==> src/rtl/cam_alloc_pkg.sv <==
// cam_alloc shared types and helpers.
// Insert classification and one-hot/priority encoding.
package cam_alloc_pkg;

    // Widest vector the encoder helper accepts.
    localparam int OH_MAX = 64;

    typedef enum logic [2:0] {
        INS_NONE,
        INS_FLUSH,
        INS_HIT,
        INS_FREE,
        INS_EVICT
    } ins_kind_e;

    // Index of the lowest set bit, 0 when empty.
    // Doubles as one-hot to index encoder.
    function automatic int lowest_set(
        input logic [OH_MAX-1:0] v
    );
        int r;
        r = 0;
        for (int i = OH_MAX - 1; i >= 0; i--) begin
            if (v[i]) r = i;
        end
        return r;
    endfunction

endpackage

==> src/rtl/cam_alloc_plru.sv <==
// Tree pseudo-LRU for cam_alloc.
// Ordered multi-touch update, flush, victim walk.
module cam_plru #(
    parameter int NUM_ENTRIES = 8,
    parameter int NUM_TOUCH   = 3,
    parameter int IW          = $clog2(NUM_ENTRIES)
) (
    input  logic                          clk,
    input  logic                          reset,
    input  logic                          i_flush,
    input  logic [NUM_TOUCH-1:0]          i_touch_en,
    input  logic [NUM_TOUCH-1:0][IW-1:0]  i_touch_idx,
    input  logic                          i_excl_en,
    input  logic [IW-1:0]                 i_excl_idx,
    output logic [IW-1:0]                 o_victim
);

    localparam int NB = NUM_ENTRIES - 1;

    logic [NB-1:0] r_bits;
    logic [NB-1:0] w_bits_nxt;
    logic [NB-1:0] w_bits_excl;
    logic [IW-1:0] w_victim_base;
    logic [IW-1:0] w_victim_excl;

    // Heap-ordered nodes; bit 0 steers the victim left.
    // A touch points every node on its path away from it.
    function automatic logic [NB-1:0] f_touch(
        input logic [NB-1:0] b,
        input logic [IW-1:0] s
    );
        logic [NB-1:0] r;
        int            node;
        r    = b;
        node = 0;
        for (int l = 0; l < IW; l++) begin
            r[node] = ~s[IW-1-l];
            node    = 2 * node + 1 + int'(s[IW-1-l]);
        end
        return r;
    endfunction

    function automatic logic [IW-1:0] f_walk(
        input logic [NB-1:0] b
    );
        logic [IW-1:0] v;
        logic          d;
        int            node;
        v    = '0;
        node = 0;
        for (int l = 0; l < IW; l++) begin
            d          = b[node];
            v[IW-1-l]  = d;
            node       = 2 * node + 1 + int'(d);
        end
        return v;
    endfunction

    // Apply touches in port order; later ones win shared nodes.
    always_comb begin
        w_bits_nxt = r_bits;
        for (int t = 0; t < NUM_TOUCH; t++) begin
            if (i_touch_en[t]) begin
                w_bits_nxt = f_touch(w_bits_nxt, i_touch_idx[t]);
            end
        end
    end

    // Victim skips a slot being freed this cycle by
    // walking as if that slot had just been used.
    always_comb begin
        w_victim_base = f_walk(r_bits);
        w_bits_excl   = f_touch(r_bits, i_excl_idx);
        w_victim_excl = f_walk(w_bits_excl);
        o_victim      = w_victim_base;
        if (i_excl_en && (w_victim_base == i_excl_idx)) begin
            o_victim = w_victim_excl;
        end
    end

    // Tree state register; flush returns it to all-left.
    always_ff @(posedge clk or posedge reset) begin
        if (reset) begin
            r_bits <= '0;
        end else if (i_flush) begin
            r_bits <= '0;
        end else begin
            r_bits <= w_bits_nxt;
        end
    end

endmodule

==> src/rtl/cam_alloc.sv <==
// Self-allocating CAM with tree-PLRU replacement.
// Multi-port registered lookup, invalidate and flush.
module cam_alloc
    import cam_alloc_pkg::*;
#(
    parameter int NUM_ENTRIES      = 8,
    parameter int KEY_WIDTH        = 32,
    parameter int NUM_LOOKUP_PORTS = 2,
    parameter int INDEX_WIDTH      = $clog2(NUM_ENTRIES)
) (
    input  logic                                          clk,
    input  logic                                          reset,
    input  logic [NUM_LOOKUP_PORTS-1:0]                   lookup_en,
    input  logic [NUM_LOOKUP_PORTS-1:0][KEY_WIDTH-1:0]    lookup_key,
    output logic [NUM_LOOKUP_PORTS-1:0]                   lookup_hit,
    output logic [NUM_LOOKUP_PORTS-1:0][INDEX_WIDTH-1:0]  lookup_idx,
    input  logic                                          insert_en,
    input  logic [KEY_WIDTH-1:0]                          insert_key,
    output logic                                          insert_done,
    output logic [INDEX_WIDTH-1:0]                        insert_idx,
    output logic                                          insert_evict,
    output logic [KEY_WIDTH-1:0]                          evict_key,
    input  logic                                          invalidate_en,
    input  logic [KEY_WIDTH-1:0]                          invalidate_key,
    input  logic                                          flush_en
);

    localparam int P  = NUM_LOOKUP_PORTS;
    localparam int NE = NUM_ENTRIES;
    localparam int IW = INDEX_WIDTH;

    logic [KEY_WIDTH-1:0]    r_key [NE];
    logic [NE-1:0]           r_valid;
    logic [NE-1:0]           w_valid_nxt;

    logic [P-1:0][NE-1:0]    w_lk_match;
    logic [P-1:0][IW-1:0]    w_lk_idx;
    logic [NE-1:0]           w_ins_match;
    logic [NE-1:0]           w_inv_match;
    logic [NE-1:0]           w_free;
    logic [IW-1:0]           w_inv_idx;
    logic                    w_inv_same;
    logic                    w_inv_apply;
    logic [IW-1:0]           w_victim;
    ins_kind_e               w_kind;
    logic [IW-1:0]           w_ins_idx;
    logic                    w_ins_write;

    logic [P:0]              w_touch_en;
    logic [P:0][IW-1:0]      w_touch_idx;

    logic [P-1:0]            r_lk_hit;
    logic [P-1:0][IW-1:0]    r_lk_idx;
    logic                    r_done;
    logic [IW-1:0]           r_ins_idx;
    logic                    r_evict;
    logic [KEY_WIDTH-1:0]    r_evict_key;

    function automatic logic [IW-1:0] f_enc(
        input logic [NE-1:0] v
    );
        logic [OH_MAX-1:0] x;
        x         = '0;
        x[NE-1:0] = v;
        return IW'(lowest_set(x));
    endfunction

    // Per-port match against valid entries, gated by enable.
    always_comb begin
        w_lk_match = '0;
        w_lk_idx   = '0;
        for (int p = 0; p < P; p++) begin
            for (int e = 0; e < NE; e++) begin
                w_lk_match[p][e] = lookup_en[p] && r_valid[e]
                                   && (r_key[e] == lookup_key[p]);
            end
            w_lk_idx[p] = f_enc(w_lk_match[p]);
        end
    end

    // Insert and invalidate match vectors.
    always_comb begin
        w_ins_match = '0;
        w_inv_match = '0;
        for (int e = 0; e < NE; e++) begin
            w_ins_match[e] = r_valid[e] && (r_key[e] == insert_key);
            w_inv_match[e] = r_valid[e] && (r_key[e] == invalidate_key);
        end
    end

    assign w_free      = ~r_valid;
    assign w_inv_idx   = f_enc(w_inv_match);
    assign w_inv_same  = insert_en && (invalidate_key == insert_key);
    assign w_inv_apply = invalidate_en && !w_inv_same && (|w_inv_match);

    // Slot choice: existing key, lowest free, then PLRU victim.
    always_comb begin
        w_kind    = INS_NONE;
        w_ins_idx = '0;
        if (insert_en) begin
            if (flush_en) begin
                w_kind = INS_FLUSH;
            end else if (|w_ins_match) begin
                w_kind    = INS_HIT;
                w_ins_idx = f_enc(w_ins_match);
            end else if (|w_free) begin
                w_kind    = INS_FREE;
                w_ins_idx = f_enc(w_free);
            end else begin
                w_kind    = INS_EVICT;
                w_ins_idx = w_victim;
            end
        end
    end

    assign w_ins_write = (w_kind == INS_HIT) || (w_kind == INS_FREE)
                         || (w_kind == INS_EVICT);

    // Next valid vector: flush wins, then clear, then insert.
    always_comb begin
        w_valid_nxt = r_valid;
        if (flush_en) begin
            w_valid_nxt = '0;
        end else begin
            if (w_inv_apply) w_valid_nxt[w_inv_idx] = 1'b0;
            if (w_ins_write) w_valid_nxt[w_ins_idx] = 1'b1;
        end
    end

    // PLRU touches: lookup ports in order, insert last.
    always_comb begin
        w_touch_en  = '0;
        w_touch_idx = '0;
        for (int p = 0; p < P; p++) begin
            w_touch_en[p]  = (|w_lk_match[p]) && !flush_en;
            w_touch_idx[p] = w_lk_idx[p];
        end
        w_touch_en[P]  = w_ins_write;
        w_touch_idx[P] = w_ins_idx;
    end

    cam_plru #(
        .NUM_ENTRIES (NE),
        .NUM_TOUCH   (P + 1),
        .IW          (IW)
    ) u_plru (
        .clk         (clk),
        .reset       (reset),
        .i_flush     (flush_en),
        .i_touch_en  (w_touch_en),
        .i_touch_idx (w_touch_idx),
        .i_excl_en   (w_inv_apply),
        .i_excl_idx  (w_inv_idx),
        .o_victim    (w_victim)
    );

    // Valid bits are the only reset table state.
    always_ff @(posedge clk or posedge reset) begin
        if (reset) begin
            r_valid <= '0;
        end else begin
            r_valid <= w_valid_nxt;
        end
    end

    // Key storage is left unreset; valid bits guard it.
    always_ff @(posedge clk) begin
        if (w_ins_write) begin
            r_key[w_ins_idx] <= insert_key;
        end
    end

    // Registered lookup and insert results.
    always_ff @(posedge clk or posedge reset) begin
        if (reset) begin
            r_lk_hit    <= '0;
            r_lk_idx    <= '0;
            r_done      <= 1'b0;
            r_ins_idx   <= '0;
            r_evict     <= 1'b0;
            r_evict_key <= '0;
        end else begin
            for (int p = 0; p < P; p++) begin
                r_lk_hit[p] <= |w_lk_match[p];
                r_lk_idx[p] <= w_lk_idx[p];
            end
            r_done      <= insert_en;
            r_ins_idx   <= w_ins_idx;
            r_evict     <= (w_kind == INS_EVICT);
            r_evict_key <= (w_kind == INS_EVICT) ? r_key[w_ins_idx] : '0;
        end
    end

    assign lookup_hit   = r_lk_hit;
    assign lookup_idx   = r_lk_idx;
    assign insert_done  = r_done;
    assign insert_idx   = r_ins_idx;
    assign insert_evict = r_evict;
    assign evict_key    = r_evict_key;

    // Duplicate keys would make a lookup match twice.
    for (genvar gp = 0; gp < P; gp++) begin : g_onehot
        a_lk_onehot: assert property (
            @(posedge clk) disable iff (reset)
            $onehot0(w_lk_match[gp])
        );
    end

endmodule

==> config.mk <==
export PLATFORM = sky130hd
export DESIGN_NAME = cam_alloc
export DESIGN_NICKNAME = d
export VERILOG_FILES = /design/src/rtl/cam_alloc_pkg.sv /design/src/rtl/cam_alloc_plru.sv /design/src/rtl/cam_alloc.sv
export SDC_FILE = /design/constraint.sdc
export NUM_CORES = 2
export LEC_CHECK = 0
export ABC_CLOCK_PERIOD_IN_PS = 7020
export CORE_ASPECT_RATIO = 1.2
export CORE_UTILIZATION = 43
export CTS_CLUSTER_SIZE = 14
export DETAILED_ROUTE_END_ITERATION = 6
export SLEW_MARGIN = 5
export SYNTH_ARGS = -nofsm -noshare
export SYNTH_HDL_FRONTEND = slang
export SYNTH_SLANG_ARGS = --single-unit
export TNS_END_PERCENT = 30
==> constraint.sdc <==
create_clock -name clk -period 7.02 [get_ports clk]
set_input_delay 1.404 -clock clk [delete_from_list [all_inputs] [get_ports clk]]
set_output_delay 1.404 -clock clk [all_outputs]
set_load 0.01 [all_outputs]
==> summary.txt, run 1 <==
Status
  • Status: did not finish
  • Failed at: global routing
  • Run Error: [ERROR GRT-0116] Global routing finished with congestion. Check the congestion regions in the DRC Viewer.

GRT
  • GRT Resource Usage Total: 0.669
  • Largest net degree at the start of global routing: 63
  • Number of global-route vias before repair: 29700
  • GRT overflow: 55
  • First-pass GRT wire length: approximately 290 mm

Floorplanning
  • Number of top-level pins: 180
  • Row count: between 100 and 150
  • Die Wd: about 230 um
  • Die Height: roughly 280 um
  • Initial core utilization: 0.438

Placement
  • Hpwl dp: roughly 160 mm
  • Post-Place Worst Slack: -61.5 ps
  • Placed cells: ~3800
  • Gpl congestion: around 1.3
  • IO buf count: between 150 and 200

Synthesis
  • Post-Syn Area: 0.0279 sq mm
  • YS warnings: 0
  • Sequential fraction of the synthesis area: 0.329
  • Synth async-reset ratio: 0.190
  • Netlist cell types: between 70 and 80
  • Post-synth EDFFs: around 260
  • Cells after synthesis: a little under 3000
  • Post-Syn Nets: 3100
  • Syn_area_per_cell: about 9.5 sq um
  • Seq cells post-synth: around 320
  • Ys flop type: edfxtp_1

CTS
  • Clock Tree Root: clkbuf_16
  • Clock Sinks: 316
  • Hold buffer count at cts: 0
  • H-tree depth: 2
  • # Post-CTS Setup Buffers: 0
  • # resized after CTS: 0
  • Num CTS Buffers: 36
  • Maximum clock path buffer count: 3
[per-stage QoR]
step	instance area [sq um]	TNS, ps
3_5_place_dp	31600	-1020
3_3_place_gp	31600	-26450
2_1_floorplan	27900	0
4_1_cts	32700	0
[per-layer routing]
layer | track usage | GRT overflow
met1 | 0.711 | 0
met3 | 0.501 | 0
met4 | 0.583 | 32
met5 | 0.186 | 0
met2 | 0.831 | 23
[logic make-up after synthesis]
logic type	synth area share
compound gates	0.0616
xor+xnor	0.332
fa+ha+maj	0.00941
buf+inv	0.0707
flops	0.329
mux	0.0475
simple gates	0.150
[synth_stat cells, types with 10 or more instances]
master,count,area [sq um]
a2111oi_0,15,131
a2111oi_1,11,110
a211oi_1,20,150
a21boi_0,40,300
a21oi_1,28,140
a22o_1,20,175
a31oi_1,10,62.6
and3_1,38,238
buf_1,53,199
buf_2,57,285
buf_6,10,113
clkbuf_1,312,1170
dfrtp_1,60,1500
edfxtp_1,256,7690
ha_1,21,263
inv_1,27,101
mux2i_1,129,1290
nand2_1,89,334
nand3_1,55,275
nand4_1,92,576
nand4b_1,11,96.3
nor2_1,47,176
nor3_1,28,140
nor4_1,278,1740
o21ai_0,18,90.1
o31ai_1,18,135
or3_1,11,68.8
or4_1,17,128
xnor2_1,193,1690
xor2_1,864,7570
==> run 2: changes to the inputs <==
CORE_ASPECT_RATIO = not set   (was 1.2)
CORE_UTILIZATION = 28   (was 43)
CTS_CLUSTER_SIZE = not set   (was 14)
PLACE_DENSITY_LB_ADDON = 0.15   (was not set)
==> summary.txt, run 2 <==
Status
  • Failing checks: design-rule violations
  • Status: complete, but fails checks (was did not finish)

CTS
  • CTS tree: yes
  • CTS clk-pin slew, worst paths: roughly 60 ps
  • # Post-CTS Setup Buffers: 0 (unchanged)
  • Maximum clock path buffer count: 3 (unchanged)
  • Skew-Pair Late Insertion Delay: roughly 640 ps
  • Num CTS Buffers: 42 (was 36)
  • Clock Tree Root: clkbuf_16 (unchanged)
  • # resized after CTS: 0 (unchanged)
  • H-tree depth: 2 (unchanged)
  • Hold buffer count at cts: 0 (unchanged)
  • Clock Sinks: 316 (unchanged)

Floorplanning
  • Die Height: 318 um (was 281 um)
  • Core area: 0.0986 sq mm
  • Die Wd: 318 um (was 235 um)
  • Number of top-level pins: 180 (unchanged)
  • Die Area: 0.101 sq mm
  • Initial core utilization: 0.283 (was 0.438)
  • Row count: 115 (was 101)

STA
  • Worst-Margin Slew: between 1000 and 1500 ps
  • Max-slew violations: 0
  • Layout Skew: about 36 ps
  • Fmax: between 0.15 and 0.2 GHz
  • Final min period: about 6400 ps
  • Final count of negative-setup-slack endpoints: 0
  • Part of the cycle the worst path needs: 0.915
  • RSZ-0062 raised after global routing: false
  • Normalized max-slew margin: 0.0441
  • Fin. Hold Viols: 0

Synthesis
  • Area leader, netlist: edfxtp_1 (unchanged)
  • Netlist cell types: 79 (unchanged)
  • Post-synth EDFFs: 256 (unchanged)
  • Post-synth top area share: 0.275 (unchanged)
  • Cells after synthesis: 2944 (unchanged)
  • Cell with the most instances after synthesis: xor2_1 (unchanged)
  • Post-Syn Area: 0.0279 sq mm (unchanged)
  • Synth top cells by count: xor2_1 (864), clkbuf_1 (312), nor4_1 (278) (unchanged)
  • Synth top area cells: edfxtp_1 (28%), xor2_1 (27%), nor4_1 (6.2%) (unchanged)
  • Synth async-reset ratio: 0.190 (unchanged)
  • Post-Syn Nets: 3100 (unchanged)
  • Ys flop type: edfxtp_1 (unchanged)
  • Sequential fraction of the synthesis area: 0.329 (unchanged)
  • Syn_area_per_cell: 9.48 sq um (unchanged)
  • Seq cells post-synth: 316 (unchanged)
  • YS warnings: 0 (unchanged)

Layout
  • Most frequent cells in the layout: xor2_1 (864), buf_4 (385), nor4_1 (271)
  • Layout cells sized above 1: 0.166
  • Largest register FFs: about 260
  • Nets@finish: approximately 3300
  • Commonest non-fill, non-tap cell in the layout: xor2_1
  • Design area: ~0.035 sq mm
  • Top reg by flops: r_key
  • Area grow syn2layout: 23.6%
  • Layout Utilization: 0.350

Setup path
  • Reg2Reg Launch Point: r_key[4][12]$_DFFE_PP_
  • Worst path required time: roughly 7300 ps
  • Crit Path Max Fanout: 11
  • Crit. End Element: flop
  • Path depth of the worst reg2reg path: 19
  • Crit path kind: input pin to flop
  • Crit path from: invalidate_key[23]
  • CP arrival: 6700 ps
  • Startpoint types: input pin

Detailed routing
  • Via count: roughly 28000
  • Vias per inst: about 6.3
  • Post-route ant nets: 0
  • Initial DRC count: ~4000
  • # DRC: 12
  • Wire per inst: approximately 54 um
  • Post-Route WL: 243 mm
  • Number of detailed-route iterations in the first pass: 7

Placement
  • DP Area: 0.0331 sq mm (was 0.0316 sq mm)
  • Gpl congestion: 1.18 (was 1.33)
  • IO buf count: 179 (unchanged)
  • Hpwl dp: 190 mm (was 158 mm)

Hold path
  • Hold_sp: r_key[6][27]$_DFFE_PP_
  • Hold path depth: 3
  • Hold Crit Class: flop to flop

Power and ir drop
  • Pint: ~3.7 mW
  • Final Power: approximately 5.5 mW
  • Switch Pwr: between 1.5 and 2 mW
  • Leakage power: 12.9 nW
  • Combinational group share of total power: 0.197
  • PD cells: 159 mW/mm^2
  • Sequential share of power: 0.388
  • Sw frac: 0.319
  • Peak supply drop: between 0.1 and 0.15 mV
  • Clock power frac: 0.415

GRT
  • GRT overflow: 0
  • GRT Resource Usage Total: 0.471
  • Initial antenna violation count: 23
  • Largest net degree at the start of global routing: 63
  • Number of global-route vias before repair: ~27000
  • First-pass GRT wire length: 302 mm

Flow run
  • Max-cap viol count: 0
-- run 2: cell counts after synthesis --
No cell type changed its count.
-- run 2: power by group through the flow --
stage                     Combinational [mW]  Sequential [mW]  Clock (mW)
after floorplan                        0.517             2.09           0
after global placement                  1.04             2.15           0
after detailed placement                1.03             2.15           0
after CTS                               1.04             2.12        2.30
after global routing                    1.08             2.12        2.36
final                                   1.08             2.13        2.28
-- run 2: cells by family after synthesis --
logic type,Yosys count,share of synthesized area
multiplexers,132,0.0475
buffers and inverters,475,0.0707
flip-flops,316,0.329
adder cells (fa/ha/maj),21,0.00941
AO/OA/AOI/OAI,227,0.0616
AND/OR/NAND/NOR,716,0.150
XOR/XNOR,1057,0.332
-- run 2: final cells by class --
| type | instances | area [sq um] |
|---|---|---|
| fillers | 10000 | 64100 |
| multi-input cells | 2153 | 16800 |
| flip-flops and latches | 316 | 9190 |
| repair buffers | 597 | 5340 |
| well taps | 1287 | 1610 |
| clock buffers | 52 | 1150 |
| clock inverters | 26 | 251 |
| inverters | 29 | 113 |
| diodes | 12 | 30.0 |
-- run 2: per-stage QoR --
stage / setup WS (ps) / hold WS, ps / instances / TNS, ps
floorplan: 612 / 556 / 2944 / 0
global placement: -148 / 796 / 4382 / -5570
detailed placement: -1.26 / 790 / 4382 / -6.39
CTS: 609 / 813 / 4460 / 0
global route: 270 / 866 / 4461 / 0
finish: 599 / 807 / 4472 / 0
-- run 2: per-layer routing --
| layer | track usage | wire [um] |
|---|---|---|
| met2 | 0.661 | 97300 |
| met4 | 0.397 | 25100 |
| met3 | 0.186 | 29900 |
| met1 | 0.561 | 90900 |
| met5 | 0 | 87 |
-- run 2: path summary, 6_finish.rpt --
path                                                 to  slack (ps)
worst min-delay path            evict_key[27]$_DFF_PP0_         810
worst max register to register  evict_key[13]$_DFF_PP0_        1090
min in group asynchronous        evict_key[6]$_DFF_PP0_        1190
worst min register to register  evict_key[27]$_DFF_PP0_         810
max in group asynchronous       evict_key[24]$_DFF_PP0_        4830
worst max-delay path             r_key[5][11]$_DFFE_PP_         600
-- run 2: worst max-delay path, cell delays in order --
cell	delay (ps)
clkdlybuf4s50_1	800
xor2_1	490
nor4_1	170
buf_4	190
nand4_1	70
nor4_1	70
buf_4	180
or2_2	340
or3b_1	410
buf_4	150
inv_1	80
ha_1	230
nor2_1	100
a31oi_1	180
a21boi_0	140
a2111oi_0	550
or2_1	240
buf_12	140
nand2_4	90
inv_4	110
nand2_1	110
clkinv_1	110
buf_4	280
No activity file was read; power rests on OpenSTA's default activity.
